## src/rtl/mem_arb_pkg.sv

```systemverilog
// Shared types and defaults for the unified-memory port arbiter.
// Holds the FSM state encoding, the grant-side encoding and the default
// widths used by mem_port_arbiter and its optional stall-cycle counters.
package mem_arb_pkg;

  // Default geometry of the unified memory port.
  localparam int unsigned DEF_ADDR_W  = 32;
  localparam int unsigned DEF_DATA_W  = 32;
  // Consecutive D grants allowed while a fetch waits before I is forced in.
  localparam int unsigned DEF_D_BURST = 4;

  // Arbiter FSM states: idle, or one access in flight for the I or D side.
  typedef enum logic [1:0] {
    ST_IDLE   = 2'd0,
    ST_BUSY_I = 2'd1,
    ST_BUSY_D = 2'd2
  } arb_state_e;

  // Which side (if any) wins the memory port on the current IDLE cycle.
  typedef enum logic [1:0] {
    GNT_NONE = 2'd0,
    GNT_I    = 2'd1,
    GNT_D    = 2'd2
  } gnt_side_e;

  // True while an access owns the memory port.
  function automatic logic is_busy(input arb_state_e s);
    return (s != ST_IDLE);
  endfunction

endpackage

```

## src/rtl/mem_arb_perf_cnt.sv

```systemverilog
// Free-running 32-bit event counter used to accumulate stall cycles.
// Counts every clock with en_i high, wraps modulo 2^32, cleared by the
// synchronous active-high reset. Only instantiated when MEM_ARB_PERF_EN
// is defined.
module mem_arb_perf_cnt (
  input  logic        clock_i,
  input  logic        reset_i,
  input  logic        en_i,
  output logic [31:0] count_o
);

  logic [31:0] count_q;
  logic [31:0] count_d;

  // Next count: increment on an enabled cycle, natural wrap at 2^32.
  always_comb begin
    count_d = count_q;
    if (en_i) begin
      count_d = count_q + 32'd1;
    end
  end

  // Counter register with synchronous clear.
  always_ff @(posedge clock_i) begin
    if (reset_i) begin
      count_q <= '0;
    end else begin
      count_q <= count_d;
    end
  end

  assign count_o = count_q;

endmodule

```

## src/rtl/mem_port_arbiter.sv

```systemverilog
// Arbiter sharing one single-ported unified memory between the fetch (I)
// and data (D) sides of the pipeline.
// - D has priority; after D_BURST back-to-back D grants with a fetch
//   waiting, the next grant is forced to I so fetch always progresses.
// - One access in flight at a time; the grant edge registers the address,
//   write strobe and write data onto mem_*, which then stay stable while
//   mem_req is high.
// - Handshake: a requester raises x_req and holds it (with stable payload)
//   until the single-cycle x_ready pulse; the memory sees mem_req held
//   until a single-cycle mem_ack, which may arrive in the first mem_req
//   cycle and completes the access in that same cycle.
// - proto_err is sticky: set by mem_ack while idle, or by a granted
//   requester dropping its request before its ready pulse.
// Optional build macro MEM_ARB_PERF_EN adds perf_if_wait / perf_d_wait,
// counting cycles with if_stall / d_stall high.
module mem_port_arbiter
  import mem_arb_pkg::*;
#(
  parameter int unsigned ADDR_W  = DEF_ADDR_W,
  parameter int unsigned DATA_W  = DEF_DATA_W,
  parameter int unsigned D_BURST = DEF_D_BURST
) (
  input  logic              clock,
  input  logic              reset,
  // Instruction-fetch side
  input  logic              if_req,
  input  logic [ADDR_W-1:0] if_addr,
  output logic [DATA_W-1:0] if_rdata,
  output logic              if_ready,
  output logic              if_stall,
  // Data side
  input  logic              d_req,
  input  logic              d_we,
  input  logic [ADDR_W-1:0] d_addr,
  input  logic [DATA_W-1:0] d_wdata,
  output logic [DATA_W-1:0] d_rdata,
  output logic              d_ready,
  output logic              d_stall,
  // Memory side
  output logic              mem_req,
  output logic              mem_we,
  output logic [ADDR_W-1:0] mem_addr,
  output logic [DATA_W-1:0] mem_wdata,
  input  logic              mem_ack,
  input  logic [DATA_W-1:0] mem_rdata,
  // Status / debug
  output arb_state_e        dbg_state,
  output logic              proto_err
`ifdef MEM_ARB_PERF_EN
  ,
  output logic [31:0]       perf_if_wait,
  output logic [31:0]       perf_d_wait
`endif
);

  // Counter just wide enough to hold D_BURST (saturating value).
  localparam int unsigned CNT_W = (D_BURST < 1) ? 1 : $clog2(D_BURST + 1);
  localparam logic [CNT_W-1:0] BURST_MAX = CNT_W'(D_BURST);

  arb_state_e        state_q, state_d;
  gnt_side_e         gnt;
  logic [CNT_W-1:0]  burst_cnt_q, burst_cnt_d;
  logic              burst_full;
  logic              mem_we_q;
  logic [ADDR_W-1:0] mem_addr_q;
  logic [DATA_W-1:0] mem_wdata_q;
  logic              proto_err_q, proto_err_d;

  assign burst_full = (burst_cnt_q == BURST_MAX);

  // State register.
  always_ff @(posedge clock) begin
    if (reset) begin
      state_q <= ST_IDLE;
    end else begin
      state_q <= state_d;
    end
  end

  // Next-state and grant decision: D wins unless a waiting fetch has
  // already seen D_BURST consecutive D grants.
  always_comb begin
    state_d = state_q;
    gnt     = GNT_NONE;
    unique case (state_q)
      ST_IDLE: begin
        if (d_req && !(if_req && burst_full)) begin
          gnt     = GNT_D;
          state_d = ST_BUSY_D;
        end else if (if_req) begin
          gnt     = GNT_I;
          state_d = ST_BUSY_I;
        end
      end
      ST_BUSY_I, ST_BUSY_D: begin
        if (mem_ack) begin
          state_d = ST_IDLE;
        end
      end
      default: begin
        state_d = ST_IDLE;
      end
    endcase
  end

  // Output decode: ready pulses coincide with mem_ack; read data is gated
  // to zero outside the ready cycle and for stores.
  always_comb begin
    mem_req  = is_busy(state_q);
    if_ready = (state_q == ST_BUSY_I) && mem_ack;
    d_ready  = (state_q == ST_BUSY_D) && mem_ack;
    if_rdata = '0;
    d_rdata  = '0;
    if (if_ready) begin
      if_rdata = mem_rdata;
    end
    if (d_ready && !mem_we_q) begin
      d_rdata = mem_rdata;
    end
    if_stall = if_req && !if_ready;
    d_stall  = d_req && !d_ready;
  end

  // Burst counter: counts D grants taken while a fetch is waiting, and is
  // cleared whenever I is served or D is served with no fetch pending.
  always_comb begin
    burst_cnt_d = burst_cnt_q;
    unique case (gnt)
      GNT_I: burst_cnt_d = '0;
      GNT_D: begin
        if (!if_req) begin
          burst_cnt_d = '0;
        end else if (!burst_full) begin
          burst_cnt_d = burst_cnt_q + CNT_W'(1);
        end
      end
      default: burst_cnt_d = burst_cnt_q;
    endcase
  end

  // Sticky protocol error: stray ack while idle, or owner dropped request.
  always_comb begin
    proto_err_d = proto_err_q;
    if ((state_q == ST_IDLE) && mem_ack) begin
      proto_err_d = 1'b1;
    end
    if ((state_q == ST_BUSY_I) && !if_req) begin
      proto_err_d = 1'b1;
    end
    if ((state_q == ST_BUSY_D) && !d_req) begin
      proto_err_d = 1'b1;
    end
  end

  // Burst counter and error flag registers.
  always_ff @(posedge clock) begin
    if (reset) begin
      burst_cnt_q <= '0;
      proto_err_q <= 1'b0;
    end else begin
      burst_cnt_q <= burst_cnt_d;
      proto_err_q <= proto_err_d;
    end
  end

  // Memory command registers: captured on the grant edge, held otherwise,
  // so the memory sees a stable command for the whole access.
  always_ff @(posedge clock) begin
    if (reset) begin
      mem_we_q    <= 1'b0;
      mem_addr_q  <= '0;
      mem_wdata_q <= '0;
    end else begin
      unique case (gnt)
        GNT_D: begin
          mem_we_q    <= d_we;
          mem_addr_q  <= d_addr;
          mem_wdata_q <= d_wdata;
        end
        GNT_I: begin
          mem_we_q    <= 1'b0;
          mem_addr_q  <= if_addr;
          mem_wdata_q <= '0;
        end
        default: begin
          mem_we_q    <= mem_we_q;
          mem_addr_q  <= mem_addr_q;
          mem_wdata_q <= mem_wdata_q;
        end
      endcase
    end
  end

  assign mem_we    = mem_we_q;
  assign mem_addr  = mem_addr_q;
  assign mem_wdata = mem_wdata_q;
  assign proto_err = proto_err_q;
  assign dbg_state = state_q;

`ifdef MEM_ARB_PERF_EN
  // Stall-cycle counters for performance monitoring.
  mem_arb_perf_cnt u_perf_if (
    .clock_i (clock),
    .reset_i (reset),
    .en_i    (if_stall),
    .count_o (perf_if_wait)
  );

  mem_arb_perf_cnt u_perf_d (
    .clock_i (clock),
    .reset_i (reset),
    .en_i    (d_stall),
    .count_o (perf_d_wait)
  );
`endif

endmodule
```

## config.mk

```make
export PLATFORM = sky130hd
export DESIGN_NAME = mem_port_arbiter
export DESIGN_NICKNAME = d
export VERILOG_FILES = /design/src/rtl/mem_arb_pkg.sv /design/src/rtl/mem_arb_perf_cnt.sv /design/src/rtl/mem_port_arbiter.sv
export SDC_FILE = /design/constraint.sdc
export NUM_CORES = 1
export LEC_CHECK = 0
export CAP_MARGIN = 20
export CORE_MARGIN = 2
export CORE_UTILIZATION = 35
export DETAILED_ROUTE_END_ITERATION = 10
export PLACE_DENSITY = 0.82
export SLEW_MARGIN = 0
export SYNTH_ARGS = -nofsm -noshare
export SYNTH_HDL_FRONTEND = slang
export SYNTH_SLANG_ARGS = --single-unit
export TNS_END_PERCENT = 1
```

## constraint.sdc

```tcl
create_clock -name clock -period 2.5 [get_ports clock]
set_input_delay 0.375 -clock clock [delete_from_list [all_inputs] [get_ports clock]]
set_output_delay 0.375 -clock clock [all_outputs]
set_load 0.005 [all_outputs]
```

==> flow_summary.toml, run 1 <==
[outcome]
run_status = "complete, no violations"

[timing]
finClkSkew_ps = 22.4
final-setup-viol-count = 0
maxSlewHeadroom_pct = 41.8
final-max-slew-violation-count = 0
setup_repair_after_global_routing_missed_its_margin = "false"
fin_crit_sh_pct = 93.2
worst_pin_slew_ps = 874
finalWorstPathRequiredPeriod_ps = 2330
final_hold_viol_count = 0
setup_tns_ps = 0
max_freq_mhz = 429
least_setup_slack_across_all_paths_after_layout_ps = 170

[grt]
grt_start_max_net_pins = 49
antenna_found_initial = 1
overflow = 0
number_of_global_route_vias_before_repair = 3789
grt_pass1_wl_um = 19100
global_route.usage.total_pct = 21.5

[detailed_routing]
wirelength_um = 12300
detail_route.vias_per_cell = 4.80
wire_per_inst_um = 15.7
drt-initial-drc-count = 189
post-route-drc-count = 0
postRouteAntennaNets = 0
drt-pass1-iter-count = 4
dr_total_vias = 3776

[clock_network]
tritoncts.num_buffers = 9
tritoncts = "yes"
clock-sinks = 71
ctsResizeCount = 1
cts.repair_timing.setup_buffer_count = 0
cts.reportedPaths.clkPinSlew_ps = 80
clockRootBuffer = "sky130_fd_sc_hd__clkbuf_8"
cts.htree.levels = 3
cts_hold_buf = 0
ctsLongestPathBuffers = 2
clkLatencyLatePin_ps = 350

[die]
std_cell_rows = 37
ioPinCount = 271
chipHeight_um = 106
die_footprint_sq_um = 11300
die_w_um = 106
fp.coreArea_sq_um = 10200
initial_core_util_pct = 35.7

[placement]
pre_cts_slack_ps = 114
port-buffer-count = 270
place.gp.congestion = 0.912
dp_hpwl_um = 9880

[setup_path]
worst_setup_path_end_kind = "output port"
worst_setup_path_start_kind = "register"
critical_path_class = "register to output port"
required_ps = 2120
critical_path_peak_fanout = 32
worst_ep_arrival_time_ps = 1950
r2r_slack_ps = 410

[synth]
number_of_storage_elements_in_the_synthesis_netlist = 71
synth.yosys.warnings = 0
postSynth.topFlopCell = "sky130_fd_sc_hd__dfxtp_1"
synth_edf_count = 0
synth_sequential_area_ratio_pct = 39.0
ys_async_sr_fraction_pct = 0
synthesis.instances = 382
yosysUniqueCellTypes = 35
syn_area_per_cell_sq_um = 9.55
mappedNetlistArea_sq_um = 3650
postSynthNetCount = 523

[job]
maxCapViolations = 0

[layout]
layout.cells.most_common_list = "sky130_fd_sc_hd__clkdlybuf4s50_1 (269), sky130_fd_sc_hd__dfxtp_1 (70), sky130_fd_sc_hd__nor2_1 (68)"
area_delta_synth_final_pct = 85.9
drive_gt1_share_pct = 11.4
most_common_cell_after_layout_fill_and_taps_aside = "sky130_fd_sc_hd__clkdlybuf4s50_1"
finish.net_count = 785

[power]
vdd_drop_max_v = 0.000358
powerDensity_nw_per_um2 = 550
leakage_uw = 0.00287

[worst_hold_path]
timing.hold.worst.class = "register to register"
## worst max-delay path, cell delays in order (launching register included)
cell and delay (ps):
sky130_fd_sc_hd__dfxtp_2 350, sky130_fd_sc_hd__inv_1 80, sky130_fd_sc_hd__ha_1 190, sky130_fd_sc_hd__nand2_2 90
sky130_fd_sc_hd__nor2_4 110, sky130_fd_sc_hd__buf_12 160, sky130_fd_sc_hd__and2_1 140, sky130_fd_sc_hd__clkdlybuf4s50_1 500
## Yosys cell counts, types with 4 or more instances
library cell               count  area [sq um]
sky130_fd_sc_hd__a21oi_1       4          20.0
sky130_fd_sc_hd__a22oi_1      33           248
sky130_fd_sc_hd__and2_1       33           206
sky130_fd_sc_hd__and3_1       32           200
sky130_fd_sc_hd__buf_2         8          40.0
sky130_fd_sc_hd__buf_6         5          56.3
sky130_fd_sc_hd__clkbuf_1     13          48.8
sky130_fd_sc_hd__dfxtp_1      71          1420
sky130_fd_sc_hd__ha_1          7          87.6
sky130_fd_sc_hd__inv_1         8          30.0
sky130_fd_sc_hd__mux2_4       29           435
sky130_fd_sc_hd__mux2i_1      32           320
sky130_fd_sc_hd__nand2_1       4          15.0
sky130_fd_sc_hd__nand3_1       5          25.0
sky130_fd_sc_hd__nor2_1       68           255
## layer usage
layer	track usage [%]	part of all wire, %
met5	0	0
met3	6.81	7.9
met1	21.7	36
met2	40.3	52
met4	9.30	3.5
## stage by stage
stage,area [sq um],utilization [%],cells,total power (uW),hold slack (ps)
after detailed placement,6510,63.6,769,2600,487
after floorplan,3650,-,382,1910,480
after global routing,6780,66.3,786,3930,534
final,6780,66.3,786,3730,500
after global placement,6510,63.6,769,2570,472
after CTS,6760,66.1,785,3770,507
## worst paths after layout
kind / startpoint / end / cells past startpoint
setup / recovery: dbg_state[0] / d_rdata[29] / 7
hold / removal: mem_addr[18] / mem_addr[18] / 2
setup reg to reg: burst_cnt_q[0] / mem_addr[2] / 10
hold reg to reg: mem_addr[18] / mem_addr[18] / 2
## state kept, by name (all words and copies together) (netlist names)
register	count
burst_cnt_q	3
dbg_state	2
mem_addr	32
mem_wdata	32
mem_we	1
proto_err	1
## area by class of cell
| type | count | area, sq um |
|---|---|---|
| Sequential cell | 71 | 1420 |
| Inverter | 8 | 30.0 |
| Tap cell | 136 | 170 |
| Multi-Input combinational cell | 271 | 2050 |
| Fill cell | 799 | 3450 |
| Clock buffer | 9 | 124 |
| Clock inverter | 7 | 128 |
| Timing Repair Buffer | 283 | 2860 |
| Antenna cell | 1 | 2.50 |
## where the power goes
| part | switching, uW | leakage, uW | internal (uW) | total, uW |
|---|---|---|---|---|
| sequential | 72.7 | 0.000584 | 1260 | 1330 |
| clock | 478 | 0.000126 | 677 | 1150 |
| combinational | 469 | 0.00216 | 773 | 1240 |
| total | 1020 | 0.00287 | 2710 | 3730 |
## cell families (layout without fill, tap and decap cells)
group | Yosys count | after routing | synth area share (%)
multiplexers | 64 | 64 | 21.6
buffers and inverters | 40 | 307 | 5.83
AND/OR/NAND/NOR | 157 | 157 | 22.3
AO/OA/AOI/OAI | 43 | 43 | 8.85
other | 0 | 1 | 0
adder cells (fa/ha/maj) | 7 | 7 | 2.40
flip-flops | 71 | 71 | 39.0
No activity file was read; power rests on OpenSTA's default activity.
==> inputs of run 2 (changes only) <==
--- a/config.mk
+++ b/config.mk
@@ -9,7 +9,9 @@
 export CORE_MARGIN = 2
 export CORE_UTILIZATION = 35
 export DETAILED_ROUTE_END_ITERATION = 10
+export GPL_TIMING_DRIVEN = 0
 export PLACE_DENSITY = 0.82
+export SKIP_LAST_GASP = 1
 export SLEW_MARGIN = 0
 export SYNTH_ARGS = -nofsm -noshare
 export SYNTH_HDL_FRONTEND = slang
==> run 2 against run 1 <==
  * Total power shrank 9.0%
  * Die area is the same
  * Sequential cell count unchanged
  * Highest routed layer unchanged
  * Final cell count increased by 2.3%
  * Global-route usage increased by 0.46 points
  * Setup slack worse by 90 ps
  * Register-to-register slack got worse by 160 ps
  * Critical path depth unchanged
  * Critical endpoint is now d_rdata[3]
  * Clock power is 28% lower
  * Clock-buffer cell count increased by 1
  * First-iteration DRC count fell by 2.6%
  * Critical path type unchanged
  * Wire length up 3.8%
==> flow_summary.toml, run 2 (synthesized netlist as in run 1, its figures left out) <==
[outcome]
run_status = "complete, no violations"

[timing]
finalWorstPathRequiredPeriod_ps = 2420
timing.hold.ws_ps = 345
finClkSkew_ps = 13.5
least_setup_slack_across_all_paths_after_layout_ps = 79.6
final-max-slew-violation-count = 0
setup_repair_after_global_routing_missed_its_margin = "true"
fin_crit_sh_pct = 96.8
final_hold_viol_count = 0
max_freq_mhz = 413
worst_pin_slew_ps = 563
final-setup-viol-count = 0
maxSlewHeadroom_pct = 62.5

[setup_path]
worst_path_dominant_cell_family = "buffers and inverters"
cp_cell_sequence = "inv_1, ha_1, nand2_1, nor2_4, buf_2, and2_1, clkdlybuf4s50_1"
critical_path_peak_fanout = 10
cpMaxStageDelayCell = "sky130_fd_sc_hd__clkdlybuf4s50_1"
worst_setup_path_end_kind = "output port"
cp_num_buf_inv = 3
required_ps = 2120
critPathLaunch = "dbg_state[0]"
worst_setup_path_start_kind = "register"
max_stage_delay_on_crit_path_ps = 510
crit-reg2reg-launch = "burst_cnt_q[0]"
worst_ep_arrival_time_ps = 2050
critical_path_class = "register to output port"

[detailed_routing]
wirelength_um = 12800
drt-pass1-iter-count = 4
detail_route.vias_per_cell = 4.85
dr_total_vias = 3899
wire_per_inst_um = 15.9
postRouteAntennaNets = 0
post-route-drc-count = 0
drt-initial-drc-count = 184

[grt]
grt_start_max_net_pins = 14
overflow = 0
number_of_global_route_vias_before_repair = 4041
grt_pass1_wl_um = 19400
antenna_found_initial = 1
global_route.usage.total_pct = 22.0

[power]
vdd_drop_max_v = 0.000322
leakage_uw = 0.00287
powerDensity_nw_per_um2 = 507

[clock_network]
cts.repair_timing.setup_buffer_count = 0
cts_hold_buf = 0
clock-sinks = 71
clockRootBuffer = "sky130_fd_sc_hd__clkbuf_8"
cts.reportedPaths.clkPinSlew_ps = 80
cts.htree.levels = 3
ctsLongestPathBuffers = 2
tritoncts.num_buffers = 9
clkLatencyLatePin_ps = 340
tritoncts = "yes"

[die]
std_cell_rows = 37
die_w_um = 106
fp.coreArea_sq_um = 10200
die_footprint_sq_um = 11300
initial_core_util_pct = 35.7
ioPinCount = 271
chipHeight_um = 106

[layout]
most_common_cell_after_layout_fill_and_taps_aside = "sky130_fd_sc_hd__clkdlybuf4s50_1"
fin_area_sq_um = 6700
layout.cells.most_common_list = "sky130_fd_sc_hd__clkdlybuf4s50_1 (268), sky130_fd_sc_hd__dfxtp_1 (71), sky130_fd_sc_hd__nor2_1 (68)"
drive_gt1_share_pct = 11.7
finish.net_count = 803
area_delta_synth_final_pct = 83.7
filler_cell_count = 817

[placement]
pre_cts_slack_ps = -171
dp_hpwl_um = 10800
placed_cell_area_sq_um = 6510
port-buffer-count = 269
place.gp.congestion = 0.905

[job]
maxCapViolations = 0

[worst_hold_path]
hold_start = "if_req"
timing.hold.worst.class = "primary input to register"
## run 2: tightest hold or removal path, cell delays in order
cell,delay (ps)
sky130_fd_sc_hd__buf_6,110
sky130_fd_sc_hd__nand4_1,70
sky130_fd_sc_hd__nand3_1,70
## run 2: layout make-up
cell class,count,area [sq um],share of cell area (%)
well taps,136,170,2.54
inverters,8,30.0,0.448
plain buffers,32,186,2.78
repair buffers,269,2690,40.2
clock buffers,10,138,2.05
flip-flops and latches,71,1420,21.2
clock inverters,6,43.8,0.653
diodes,1,2.50,0.0373
multi-input cells,271,2020,30.1
## run 2: power breakdown
part | internal (uW) | switching [uW]
registers | 1260 | 73.0
logic | 752 | 481
clock network | 390 | 437
total | 2400 | 991
## run 2: path summary, 6_finish.rpt
kind	cells past startpoint	slack [ps]	to
worst max-delay path	7	80	d_rdata[3]
worst min-delay path	3	340	burst_cnt_q[2]
worst max register to register	10	250	mem_addr[10]
worst min register to register	2	500	mem_addr[4]
## run 2: repair_timing
action	CTS	global route
gates resized for setup	2	7
endpoints found under the setup margin	55	55
endpoints found under the hold margin	0	0
## run 2: through the flow
stage	std cells	power (uW)	setup TNS (ps)	util, %
global route	804	3580	-1930	65.5
detailed placement	787	2600	-4070	63.6
CTS	803	3430	-241	65.4
floorplan	382	1910	0	-
finish	804	3400	0	65.5
global placement	787	2560	-4180	63.6
## run 2: metal layers
metal	track usage, %	up-vias	part of all wire (%)
met3	6.99	33	8.0
met4	10.9	0	4.0
met2	43.0	197	53
met5	0	-	0
li1	-	1882	-
met1	20.0	1787	34
